### src/rtl/regfile.sv
// regfile: 32x32 integer register file, two combinational read ports (rs1/rs2 -> rv1/rv2), one synchronous write port (rd/indata/we), sync active-high rst, x0 reads 0; define REGFILE_BYPASS_EN for write-to-read forwarding
module regfile #(
  parameter int DATA_W = 32,
  parameter int ADDR_W = 5
) (
  input  logic              clk,
  input  logic              rst,
  input  logic [ADDR_W-1:0] rs1,
  input  logic [ADDR_W-1:0] rs2,
  input  logic [ADDR_W-1:0] rd,
  input  logic [DATA_W-1:0] indata,
  input  logic              we,
  output logic [DATA_W-1:0] rv1,
  output logic [DATA_W-1:0] rv2
);
  logic [DATA_W-1:0] mem [2**ADDR_W];
  logic              fwd1, fwd2;
  always_ff @(posedge clk) begin
    if (rst)
      for (int i = 0; i < 2**ADDR_W; i++) mem[i] <= '0;
    else if (we && rd != '0)
      mem[rd] <= indata;
  end
`ifdef REGFILE_BYPASS_EN
  always_comb begin
    fwd1 = we && !rst && rd != '0 && rs1 == rd;
    fwd2 = we && !rst && rd != '0 && rs2 == rd;
  end
`else
  always_comb begin
    fwd1 = 1'b0;
    fwd2 = 1'b0;
  end
`endif
  always_comb begin
    rv1 = rs1 == '0 ? '0 : fwd1 ? indata : mem[rs1];
    rv2 = rs2 == '0 ? '0 : fwd2 ? indata : mem[rs2];
  end
endmodule

### config.mk
export PLATFORM = sky130hd
export DESIGN_NAME = regfile
export DESIGN_NICKNAME = d
export VERILOG_FILES = /design/src/rtl/regfile.sv
export SDC_FILE = /design/constraint.sdc
export NUM_CORES = 2
export LEC_CHECK = 0
export CAP_MARGIN = 10
export CORE_ASPECT_RATIO = 1.1
export CORE_MARGIN = 2
export CORE_UTILIZATION = 25
export CTS_CLUSTER_SIZE = 16
export DETAILED_ROUTE_END_ITERATION = 10
export GPL_TIMING_DRIVEN = 0
export PLACE_DENSITY = 0.44
export RECOVER_POWER = 25
export SYNTH_ARGS = -nofsm -noshare
export SYNTH_HDL_FRONTEND = slang
export SYNTH_SLANG_ARGS = --single-unit
### constraint.sdc
create_clock -name clk -period 3.35 [get_ports clk]
set_input_delay 0.67 -clock clk [delete_from_list [all_inputs] [get_ports clk]]
set_output_delay 0.67 -clock clk [all_outputs]
set_load 0.01 [all_outputs]
==> flow_metrics.py <==
metrics = {
    "detailed_routing": {
        "antenna_left": 0,
        "drt_first_pass_iters": 5,
        "wl_um": 258000,
        "drtIter0Drc": 4462,
        "drc": 0,
        "dr_total_vias": 36448,
        "wl_per_cell_um": 37.0,
        "routed_via_density": 5.22,
    },
    "logic_synthesis": {
        "postSynthAreaPerCell_um2": 15.5,
        "yosysTopAreaCell": "edfxtp_1",
        "synth_edf_count": 1024,
        "yosysMostFrequentCell": "edfxtp_1",
        "ys_seq_elements": 1024,
        "async_flop_share_pct": 0,
        "post_synth_num_cell_types": 42,
        "netlist_instances": 3502,
        "synthFlopType": "edfxtp_1",
        "ys_warn_count": 0,
        "synth-seq-area-share_pct": 56.7,
        "syn-cell-area_um2": 54300,
        "synthTopCellsByArea": "edfxtp_1 57%, mux4_2 20%, and2_1 11%, mux2i_1 2.8%, clkbuf_1 1.9%",
        "synth_commonest_cells": "1024 x edfxtp_1, 995 x and2_1, 472 x mux4_2, 271 x clkbuf_1, 150 x mux2i_1",
        "synth.top_cell.area_share_pct": 56.7,
    },
    "place": {
        "dpl.cell_count": 6577,
        "place_area_um2": 59800,
        "place_ws_ns": -3.08,
        "portBuffers": 107,
        "place_hpwl_um": 178000,
        "place.gp.congestion": 0.909,
    },
    "floorplan": {
        "die_h_um": 493,
        "rows": 179,
        "die_x_um": 448,
        "dieArea_um2": 221000,
        "pin_count": 114,
        "fp.coreArea_um2": 216000,
        "start_util_pct": 25.1,
    },
    "critical_path": {
        "path_class": "input pin to output port",
        "crit_required_ns": 2.68,
        "path_cells": "buf_4, buf_6, clkbuf_8, mux4_2, a2111oi_4, nor3_4, buf_2",
        "end_kind": "output port",
        "worst_setup_path_start_kind": "input pin",
        "path_max_fanout": 10,
        "slowest_delay_ns": 0.78,
        "cp_slowest_cell": "a2111oi_4",
        "critPathArrivalTime_ns": 3.07,
    },
    "cells_and_area": {
        "area_delta_synth_final_pct": 28.4,
        "largest_register_ffs": 1024,
        "drive_above_1_share_pct": 34.8,
        "reg_top3": "mem x1024",
        "largest-register": "mem",
        "postLayoutCellArea_um2": 69700,
        "final-instance-count-excl-fill": 6982,
        "nets": 4023,
    },
    "power_and_ir_drop": {
        "power_leakage_nw": 23.5,
        "ir_drop_uv": 431,
        "power_density_nw_per_um2": 491,
        "power_w": 0.0342,
    },
    "clock_network": {
        "clockBufferDepth": 3,
        "cts_tree": "done",
        "clk_pin_slew_ns": 0.06,
        "cts-root-buf": "clkbuf_16",
        "numClockSinks": 1024,
        "cts_max_level": 3,
        "cts_buffers": 115,
    },
    "sta": {
        "min_period_ns": 3.74,
        "worst_pin_slew_ns": 1.38,
        "drv_slew": 0,
        "setup_slack_ns": -0.395,
        "final-hold-violation-count": 0,
        "setup_viol": 546,
        "max_freq_ghz": 0.267,
        "relSlewSlack_pct": 8.01,
        "tns_ns": -59.73,
        "period_share_pct": 112,
        "rsz0062_at_grt": "true",
    },
    "grt": {
        "grt.total_usage_pct": 23.0,
        "antenna_found_initial": 14,
        "grt_max_degree": 33,
        "grt_pass1_vias": 36497,
        "grt_pass1_wl_um": 339000,
        "overflow": 0,
    },
    "run_status": {
        "violations": "setup timing",
        "status": "complete, but fails checks",
    },
    "run": {
        "max_cap_viol_count": 0,
    },
    "hold_path": {
        "hold_path.class": "input pin to flip-flop",
    },
}
cell type report:
class / instances / area (um2)
Fill cell: 21209 / 146000
Sequential cell: 1024 / 30700
Multi-Input combinational cell: 2122 / 24400
Timing Repair Buffer: 340 / 3660
Tap cell: 2896 / 3620
Buffer: 368 / 3370
Clock buffer: 136 / 3020
Clock inverter: 83 / 852
Antenna cell: 11 / 27.5
Inverter: 2 / 7.51
layer usage:
metal,global-route usage (%),part of all wire [%]
met1,30.0,40
met4,13.9,7.4
met5,0,0.0050
met2,36.5,46
met3,2.83,6.6
report_power, final:
part	total [W]	internal, W	leakage (nW)	switching (W)
sequential	0.0152	0.0148	9.75	0.000374
combinational	0.00560	0.00235	11.9	0.00325
clock	0.0135	0.00772	1.91	0.00573
what timing repair did:
item,in CTS,in global routing
endpoints found under the setup margin,846,482
buffers inserted,122,67
resized for setup,1159,115
pin swaps,123,81
hold buffers,0,0
endpoints found under the hold margin,0,0
gates cloned,6,7
worst max-delay path: cells and delay by family:
kind	cells	cell delay (ns)
AOI/OAI and AO/OA	1	0.78
buffers and inverters	4	1.02
muxes	1	0.40
and+or+nand+nor	1	0.15
worst paths after layout:
| check | depth (start not counted) | slack (ns) | end | from |
|---|---|---|---|---|
| setup / recovery | 7 | -0.39 | rv2[18] | rs2[1] |
| hold / removal | 2 | 0.72 | mem[5][24] | indata[24] |
layout by cell type (no fill, tap or decap), types with 36 or more instances in the layout:
cell type        netlist  final
clkbuf_16              0    132
buf_8                  0     40
mux2i_1              150    139
buf_4                 38    133
o22ai_1              103     52
buf_2                 46     61
and2_1               995    839
a2111oi_4              0     46
and2_0                 0    155
buf_16                 0     36
clkdlybuf4s50_1        0     38
buf_6                 21     53
edfxtp_1            1024   1024
mux4_2               472    472
clkbuf_1             271    208
buf_12                 0     69
nor3_4                 0     47
metrics by stage:
stage	utilization, %	hold WS, ns
final	32.3	0.721
after global routing	32.3	0.722
after CTS	31.9	0.680
after detailed placement	27.7	1.50
after global placement	27.4	1.49
after floorplan	-	0.868
cells by family after synthesis:
family,count (synthesis),synth area share (%)
DFF,1024,56.7
muxes,652,23.0
buffers and inverters,389,3.35
AOI/OAI and AO/OA,259,3.65
other,1,0.00691
and+or+nand+nor,1177,13.3
(Power assumes the default switching activity.)
